==> config.mk <==
export PLATFORM = sky130hd
export DESIGN_NAME = unpadding_flat
export DESIGN_NICKNAME = d
export VERILOG_FILES = /design/src/rtl/unpadding_if.sv /design/src/rtl/unpadding.sv /design/src/flat_wrapper.sv
export SDC_FILE = /design/constraint.sdc
export NUM_CORES = 1
export LEC_CHECK = 0
export ABC_AREA = 0
export CELL_PAD_IN_SITES_DETAIL_PLACEMENT = 1
export CELL_PAD_IN_SITES_GLOBAL_PLACEMENT = 2
export CORE_UTILIZATION = 40
export CTS_BUF_LIST = sky130_fd_sc_hd__clkbuf_4
export DETAILED_ROUTE_END_ITERATION = 12
export GPL_ROUTABILITY_DRIVEN = 1
export HOLD_SLACK_MARGIN = 0.02
export PLACE_DENSITY_LB_ADDON = 0.2
export SYNTH_ARGS = -nofsm -noshare
export SYNTH_HDL_FRONTEND = slang
export SYNTH_SLANG_ARGS = --single-unit
==> constraint.sdc <==
create_clock -name clk -period 3.4 [get_ports clk]
set_input_delay 0.34 -clock clk [delete_from_list [all_inputs] [get_ports clk]]
set_output_delay 0.34 -clock clk [all_outputs]
set_load 0.01 [all_outputs]
==> src/rtl/unpadding_if.sv <==
// Stream bundle for the unpadding stage: padded input beats in, cropped beats out.
interface unpadding_if #(
  parameter int unsigned DW = 32
) ();
  logic          d_valid;
  logic          d_ready;
  logic [DW-1:0] d_value;
  logic          d_last_elm;
  logic          q_valid;
  logic          q_ready;
  logic [DW-1:0] q_value;
  logic          q_new_tile_k;
  logic          q_last_w;
  logic          q_last_elm;

  // Producer/consumer side (the bench)
  modport master (
    output d_valid, d_value, d_last_elm, q_ready,
    input  d_ready, q_valid, q_value, q_new_tile_k, q_last_w, q_last_elm
  );

  // Unpadding block side
  modport slave (
    input  d_valid, d_value, d_last_elm, q_ready,
    output d_ready, q_valid, q_value, q_new_tile_k, q_last_w, q_last_elm
  );
endinterface

==> src/rtl/unpadding.sv <==
// Crops the zero border from a padded raster stream and regenerates tile flags.
module unpadding #(
  parameter int unsigned SZI         = 4,
  parameter int unsigned A_WIDTH     = 8,
  parameter int unsigned MAX_PADDING = 4,
  parameter int unsigned MAX_W       = 64,
  parameter int unsigned MAX_H       = 64
) (
  input  logic                           clk,
  input  logic                           resetn,
  input  logic                           layer_params_valid,
  input  logic [$clog2(MAX_PADDING)-1:0] padding,
  input  logic [$clog2(MAX_W)-1:0]       size_w,
  input  logic [$clog2(MAX_H)-1:0]       size_h,
  unpadding_if.slave                     io,
  output logic                           busy,
  output logic                           err_last_mismatch
);

  localparam int unsigned DW = SZI * A_WIDTH;
  localparam int unsigned CW = $clog2(MAX_W) + 1;
  localparam int unsigned RW = $clog2(MAX_H) + 1;

  typedef struct packed {
    logic [DW-1:0] value;
    logic          new_tile_k;
    logic          last_w;
    logic          last_elm;
  } entry_t;

  // Latched geometry
  logic          params_loaded;
  logic [CW-1:0] pad_col, col_end, col_last, col_max;
  logic [RW-1:0] pad_row, row_end, row_last, row_max;

  // Raster position and output buffer
  logic [CW-1:0] col;
  logic [RW-1:0] row;
  entry_t        buf0, buf1;
  logic [1:0]    count;
  logic [1:0]    count_n;
  logic          q_valid_r;

  logic   accept, keep, push, pop, at_col_max, at_row_max;
  entry_t beat;

  // Handshake, keep decision and flag generation for the current input position
  always_comb begin
    accept           = io.d_valid & io.d_ready;
    keep             = (row >= pad_row) && (row < row_end) &&
                       (col >= pad_col) && (col < col_end);
    at_col_max       = (col == col_max);
    at_row_max       = (row == row_max);
    beat.value       = io.d_value;
    beat.new_tile_k  = (row == pad_row) && (col == pad_col);
    beat.last_w      = (col == col_last);
    beat.last_elm    = (col == col_last) && (row == row_last);
    push             = accept & keep;
    pop              = q_valid_r & io.q_ready;
    count_n          = count + 2'(push) - 2'(pop);
  end

  assign io.d_ready     = params_loaded & (count != 2'd2) & ~layer_params_valid;
  assign io.q_valid     = q_valid_r;
  assign io.q_value     = buf0.value;
  assign io.q_new_tile_k = buf0.new_tile_k;
  assign io.q_last_w    = buf0.last_w;
  assign io.q_last_elm  = buf0.last_elm;
  assign busy           = (row != '0) | (col != '0) | (count != 2'd0);

  // Parameter latch, raster counters and last-element consistency check
  always_ff @(posedge clk or negedge resetn) begin
    if (!resetn) begin
      params_loaded     <= 1'b0;
      pad_col           <= '0;
      col_end           <= '0;
      col_last          <= '0;
      col_max           <= '0;
      pad_row           <= '0;
      row_end           <= '0;
      row_last          <= '0;
      row_max           <= '0;
      col               <= '0;
      row               <= '0;
      err_last_mismatch <= 1'b0;
    end else if (layer_params_valid) begin
      params_loaded <= 1'b1;
      pad_col       <= CW'(padding);
      col_end       <= CW'(size_w) + CW'(padding);
      col_last      <= CW'(size_w) + CW'(padding) - CW'(1);
      col_max       <= CW'(size_w) + (CW'(padding) << 1) - CW'(1);
      pad_row       <= RW'(padding);
      row_end       <= RW'(size_h) + RW'(padding);
      row_last      <= RW'(size_h) + RW'(padding) - RW'(1);
      row_max       <= RW'(size_h) + (RW'(padding) << 1) - RW'(1);
      col           <= '0;
      row           <= '0;
    end else if (accept) begin
      if (io.d_last_elm && !(at_col_max && at_row_max)) begin
        // Early end-of-frame from upstream: resynchronise on the next beat
        err_last_mismatch <= 1'b1;
        col               <= '0;
        row               <= '0;
      end else if (at_col_max) begin
        col <= '0;
        if (at_row_max) begin
          row <= '0;
          if (!io.d_last_elm) err_last_mismatch <= 1'b1;
        end else begin
          row <= row + RW'(1);
        end
      end else begin
        col <= col + CW'(1);
      end
    end
  end

  // Two-entry output buffer; buf0 is the head presented on q_*
  always_ff @(posedge clk or negedge resetn) begin
    if (!resetn) begin
      buf0      <= '0;
      buf1      <= '0;
      count     <= 2'd0;
      q_valid_r <= 1'b0;
    end else begin
      if (push && ((count == 2'd0) || ((count == 2'd1) && pop))) begin
        buf0 <= beat;
      end else if (pop && (count == 2'd2)) begin
        buf0 <= buf1;
      end
      if (push && (count == 2'd1) && !pop) begin
        buf1 <= beat;
      end
      count     <= count_n;
      q_valid_r <= (count_n != 2'd0);
    end
  end

endmodule

==> src/flat_wrapper.sv <==
// flat-port wrapper written by rule: the top's interface ports become plain ports
module unpadding_flat 
#(
  parameter int unsigned SZI         = 4,
  parameter int unsigned A_WIDTH     = 8,
  parameter int unsigned MAX_PADDING = 4,
  parameter int unsigned MAX_W       = 64,
  parameter int unsigned MAX_H       = 64
)
  (clk, resetn, layer_params_valid, padding, size_w, size_h, busy, err_last_mismatch, io_d_valid, io_d_value, io_d_last_elm, io_q_ready, io_d_ready, io_q_valid, io_q_value, io_q_new_tile_k, io_q_last_w, io_q_last_elm);
  unpadding_if #(.DW((SZI * A_WIDTH))) io_i ();
  input  logic clk;
  input  logic resetn;
  input  logic layer_params_valid;
  input  logic [$clog2(MAX_PADDING)-1:0] padding;
  input  logic [$clog2(MAX_W)-1:0] size_w;
  input  logic [$clog2(MAX_H)-1:0] size_h;
  output logic busy;
  output logic err_last_mismatch;
  input wire logic [$bits(io_i.d_valid)-1:0] io_d_valid;
  input wire logic [$bits(io_i.d_value)-1:0] io_d_value;
  input wire logic [$bits(io_i.d_last_elm)-1:0] io_d_last_elm;
  input wire logic [$bits(io_i.q_ready)-1:0] io_q_ready;
  output wire logic [$bits(io_i.d_ready)-1:0] io_d_ready;
  output wire logic [$bits(io_i.q_valid)-1:0] io_q_valid;
  output wire logic [$bits(io_i.q_value)-1:0] io_q_value;
  output wire logic [$bits(io_i.q_new_tile_k)-1:0] io_q_new_tile_k;
  output wire logic [$bits(io_i.q_last_w)-1:0] io_q_last_w;
  output wire logic [$bits(io_i.q_last_elm)-1:0] io_q_last_elm;
  assign io_i.d_valid = io_d_valid;
  assign io_i.d_value = io_d_value;
  assign io_i.d_last_elm = io_d_last_elm;
  assign io_i.q_ready = io_q_ready;
  assign io_d_ready = io_i.d_ready;
  assign io_q_valid = io_i.q_valid;
  assign io_q_value = io_i.q_value;
  assign io_q_new_tile_k = io_i.q_new_tile_k;
  assign io_q_last_w = io_i.q_last_w;
  assign io_q_last_elm = io_i.q_last_elm;
  unpadding #(.SZI(SZI), .A_WIDTH(A_WIDTH), .MAX_PADDING(MAX_PADDING), .MAX_W(MAX_W), .MAX_H(MAX_H)) u_core (.clk(clk), .resetn(resetn), .layer_params_valid(layer_params_valid), .padding(padding), .size_w(size_w), .size_h(size_h), .io(io_i), .busy(busy), .err_last_mismatch(err_last_mismatch));
endmodule
Yosys cells after proc, flatten, opt, wreduce, memory -nomap -nowiden --
Cells that the tools add are included.
Word-level totals: word-level logic and storage cells 97, flip-flop bits (word level) 133
Cells by class: $lt $le $gt $ge 4, bitwise operators 8, add/sub/neg operators 12, mux-type cells 15, reductions and logical operators 27, eq/ne operators 10
Operators by type and width (count):
- 2-to-1 mux 35 bit | 2
- 2-to-1 mux 7 bit | 9
- equality test 7 bit | 4
- subtractor 7 x 1 -> 7 bit, second input constant | 4
- adder 6 x 2 -> 7 bit | 2
- adder 6 x 3 -> 7 bit | 2
- adder 7 x 1 -> 7 bit, second input constant | 2
- equality test 7 x 2 -> 1 bit | 2
- greater-or-equal comparator 7 x 2 -> 1 bit | 2
- < comparator 7 bit | 2
- nonzero test 7 bit | 2
- logical AND 1 bit | 12
- nonzero test 2 bit | 6
- bitwise AND 1 bit | 5
- AND reduction 5 bit | 1
- 2-to-1 mux 1 bit | 4
- nonzero test 3 bit | 1
- adder 2 x 1 -> 2 bit | 1
- equality test 2 x 1 -> 1 bit, second input constant | 1
- equality test 2 bit, second input constant | 1
- zero test 1 bit | 2
- zero test 2 bit | 1
- inequality test 2 x 1 -> 1 bit, second input constant | 1
- inequality test 2 bit, second input constant | 1
- 5 further kinds | 6

Logic depth before layout (Yosys ltp) --
depth after elaboration 8, mapped depth 11, gate-level depth less buffers 11

Worst setup path after synthesis --
Ideal clock, no wire load.
path type register to register, from register u_core.col[3], to register u_core.q_valid_r, in the netlist u_core.io.q_valid, data required time 3.273 ns, setup slack 0.844 ns, setup time 0.127 ns, clock period less this slack 2.556 ns, arrival time 2.429 ns, cell stages (with the launch flop) 10, path through dfrtp_1 buf_6 or4_4 a2111oi_4 a2111oi_4 and4b_1 ha_1 xnor2_1 xnor2_1 or2_2
Between the ends: word-level cells in the longest chain between the ends 7, elaborated cells on any way between the ends 8
Ends and longest elaborated chain:
- from (decl) | RTL line unpadding.sv:37 | logic [CW-1:0] col;
- from (signal assigned) | RTL line unpadding.sv:113 | col <= col + CW'(1);
- greater-or-equal comparator 7 x 2 -> 1 bit | RTL line unpadding.sv:51 | (col >= pad_col) && (col < col_end);
- logical AND 1 bit | RTL line unpadding.sv:50 | keep = (row >= pad_row) && (row < row_end) &&
- logical AND 1 bit * | RTL line unpadding.sv:51
- bitwise AND 1 bit * | RTL line unpadding.sv:58 | push = accept & keep;
- adder 2 x 1 -> 2 bit * | RTL line unpadding.sv:60 | count_n = count + 2'(push) - 2'(pop);
- subtractor 2 x 1 -> 2 bit * | RTL line unpadding.sv:60
- via u_core.count_n[1] | RTL line unpadding.sv:41 | logic [1:0] count_n;
- nonzero test 2 bit * | RTL line unpadding.sv:135 | q_valid_r <= (count_n != 2'd0);
- to (signal assigned) | RTL line unpadding.sv:135
- to (decl) | RTL line unpadding.sv:42 | logic q_valid_r;
Mark *: on every way through the listed nets, which the timed path passes. The rest lies on a longest branch. A chain may end at the register's enable or synchronous reset.

Worst setup path in the final report --
from register u_core.col[3], to output busy
Between the ends: word-level cells in the longest chain between the ends 3
Ends and longest elaborated chain:
- nonzero test 7 bit | RTL line unpadding.sv:69 | assign busy = (row != '0) | (col != '0) | (count != 2'd0);
- bitwise OR 1 bit (2 in series) | RTL line unpadding.sv:69
- to (decl) | RTL line flat_wrapper.sv:18 | output logic busy;
Every way passes these cells.

==> run_results.csv <==
group,metric,value,unit
outcome,status,"finished, final reports clean",
clocking,cts_tree,"done",
global_route,global_route.overflow_total,0,
detailed_routing,remaining_drc_errors,0,
global_route,wire_length_of_the_first_global_routing_pass,28800,um
global_route,grt.met2_usage,30.5,%
synth,syn-cell-area,7720,um^2
clocking,ctsRootBufferMaster,"sky130_fd_sc_hd__clkbuf_4",
flow_run,max-cap-violations,0,
global_route,global_route.usage.total,18.6,%
floorplanning,core_area,18800,um^2
floorplanning,placementRows,50,
detailed_routing,detailedRoute.firstPassIterationCount,4,
setup_path,crit_arrival,2.90,ns
min_path,worst_hold_path_type,"input pin to flop",
synth,fraction_of_post_synthesis_cell_area_in_the_top_cell_type_by_area,43.1,%
timing,whs,0.179,ns
power_and_ir_drop,powerDensity,576,nW/um^2
place,globalplace.congestion,0.756,
detailed_routing,route.vias.total,5064,
power_and_ir_drop,p_leak,4.48,nW
synth,ys.warnings.count,0,
synth,synth_enable_flop_cells,0,
global_route,peak_usage_layer_in_the_global_routing_report,"met2",
final_layout,layout-drive-gt1-share,23.9,%
clocking,cts_post_setup_buffers_inserted,0,
detailed_routing,post_drt_via_cell_ratio,5.03,
setup_path,crit_fanout,8,
global_route,grt_start_max_net_pins,83,
synth,synthTopCellsByArea,"sky130_fd_sc_hd__dfrtp_1 (43%), sky130_fd_sc_hd__mux2_4 (11%), sky130_fd_sc_hd__mux2_2 (9.2%)",
synth,syn_avg_cell_area,12.1,um^2
floorplanning,dieHeight,141,um
clocking,ctsHtreeMaxLevel,4,
clocking,clkTransAtPathRegs,0.12,ns
global_route,antenna_found_initial,1,
detailed_routing,drt_iter0_markers,153,
final_layout,final_core_utilization,48.7,%
synth,synthArstFlopShare,100,%
final_layout,final_common_cell,"sky130_fd_sc_hd__dfrtp_1",
synth,synth_top_cell_by_area,"sky130_fd_sc_hd__dfrtp_1",
floorplanning,number_of_i_o_pins,91,
timing,timing.fmax,0.309,GHz
clocking,clock_path_buffers,2,
place,half_perimeter_wire_length_after_detailed_placement,12700,um
timing,worstMarginPinSlew,0.802,ns
floorplanning,die_width,141,um
final_layout,design.final.nets,834,
synth,synth_top_flop_cell,"sky130_fd_sc_hd__dfrtp_1",
timing,period_share,95.2,%
global_route,grt_pass1_vias,5618,
setup_path,timing.critical_path.from_type,"flop",
timing,hold_viol,0,
power_and_ir_drop,ir_drop,0.193,mV
timing,grt_setup_unrepaired,"false",
clocking,worst_skew_pair.late_latency,0.55,ns
setup_path,endpoint_kind,"primary output",
synth,ys_seq_elements,133,
detailed_routing,detail-route-antenna-nets,0,
place,io_buffer_count,90,
synth,seq_area_frac_synth,43.1,%
global_route,globalRouteMet3Util,3.53,%
synth,synth_nets,738,
power_and_ir_drop,totalPowerFinal,5.29,mW
global_route,global_route.usage.met1,24.7,%
clocking,cts_made_buffers,17,
final_layout,layout-area-overhead-vs-synth,18.8,%
min_path,timing.hold.worst.start,"layer_params_valid",
detailed_routing,drt_wl_total,17400,um
floorplanning,design.die.area,19900,um^2
floorplanning,floorplan.initialDensity,41.0,%
timing,max_slew_margin,46.5,%
setup_path,setup.worst_path.class,"flop to primary output",
timing,finalWorstPathRequiredPeriod,3.24,ns
synth,ys_types,52,
timing,setup_total_negative_slack,0,ns
final_layout,layout_common_cells,"sky130_fd_sc_hd__dfrtp_1 (133), sky130_fd_sc_hd__clkdlybuf4s50_1 (88), sky130_fd_sc_hd__mux2_2 (63)",
detailed_routing,wl_per_cell,17.3,um
synth,synth_cells,636,
setup_path,setup.worst_path.start,"u_core.col[3]",
setup_path,required_worst_endpoint,3.06,ns
timing,finalSetupViolations,0,
timing,drv_slew,0,
clocking,cts.sink_count,133,
timing,finalClockSkew,0.0199,ns
setup_path,r2r-start,"u_core.col[0]",
[flip-flops by register name (all words and copies together), names as in the netlist]
name	flops
u_core.buf1	35
u_core.io.q_value	32
u_core.col	7
u_core.col_end	7
u_core.col_last	7
u_core.col_max	7
u_core.row	7
u_core.row_end	7
u_core.row_last	7
u_core.row_max	7
u_core.count	2
u_core.pad_col	2
u_core.err_last_mismatch	1
u_core.io.q_last_elm	1
u_core.io.q_last_w	1
u_core.io.q_new_tile_k	1
u_core.io.q_valid	1
u_core.params_loaded	1
[layer usage]
layer | routed length (um) | part of all wire (%)
met5 | 0 | 0
met4 | 243 | 1.4
met3 | 607 | 3.5
met2 | 8190 | 47
met1 | 8380 | 48
[logic make-up after synthesis]
kind of cell             after synthesis  share of synthesized area, %
AND/OR/NAND/NOR                      115                          8.85
AO/OA/AOI/OAI                         63                          5.95
buffers and inverters                 83                          4.75
XOR/XNOR                              54                          6.13
adder cells (fa/ha/maj)               50                          8.50
multiplexers                         138                          22.7
flip-flops                           133                          43.1
[report_power, final]
part           total, mW  switching, mW  leakage, nW  internal, mW
Clock               1.02          0.642        0.132         0.375
Combinational       1.97          0.752         2.66          1.22
Sequential          2.30          0.274         1.69          2.02
Total               5.29           1.67         4.48          3.62
[Yosys cell counts (12+ instances only)]
library cell,instances
sky130_fd_sc_hd__a21oi_1,18
sky130_fd_sc_hd__inv_1,59
sky130_fd_sc_hd__mux2_2,63
sky130_fd_sc_hd__xnor2_1,31
sky130_fd_sc_hd__ha_1,46
sky130_fd_sc_hd__dfrtp_1,133
sky130_fd_sc_hd__nor2_1,28
sky130_fd_sc_hd__nand2_1,12
sky130_fd_sc_hd__mux2_4,58
sky130_fd_sc_hd__xor2_1,23
sky130_fd_sc_hd__mux2i_1,17
sky130_fd_sc_hd__nor2b_1,12
[worst max-delay path, cell delays in order, from the launching register on]
cell and delay [ns]:
sky130_fd_sc_hd__dfrtp_1 0.52, sky130_fd_sc_hd__or4_4 0.61, sky130_fd_sc_hd__nor2_1 0.13, sky130_fd_sc_hd__nand2_1 0.08, sky130_fd_sc_hd__or4_1 0.49, sky130_fd_sc_hd__clkdlybuf4s50_1 0.53
[what timing repair did]
item                       CTS  global route
setup endpoints to repair    0             1
hold buffers                 1             0
gates resized for setup      0             1
hold endpoints to repair    81             0
[layout make-up]
| type | instances | area [um^2] |
|---|---|---|
| tap | 260 | 325 |
| sequential | 133 | 3330 |
| clock buffer | 18 | 135 |
| timing repair buffer | 101 | 1010 |
| fill | 1977 | 9660 |
| multi-input combinational | 420 | 4020 |
| clock inverter | 14 | 126 |
| antenna | 1 | 2.50 |
| inverter | 59 | 221 |
[per-stage QoR]
step	std cells	instance area, um^2	worst slack, ns
2_1_floorplan	636	7720	0.844
3_3_place_gp	972	8890	0.510
3_5_place_dp	972	8890	0.427
4_1_cts	1005	9170	0.0505
5_1_grt	1006	9170	0.0517
6_report	1006	9170	0.162
[path summary, 6_finish.rpt]
check                                           endpoint  slack [ns]  depth (start not counted)
worst max-delay path                                busy        0.16                          5
worst min-delay path            u_core.err_last_mismatch        0.18                          3
worst max register to register         u_core.io.q_valid        0.63                         10
worst min register to register            u_core.buf1[7]        0.52                          1
max in group asynchronous                 u_core.buf1[6]        2.20                          3
min in group asynchronous          u_core.io.q_value[27]        0.39                          2
Note: power is estimated with default switching activity, not from simulation.
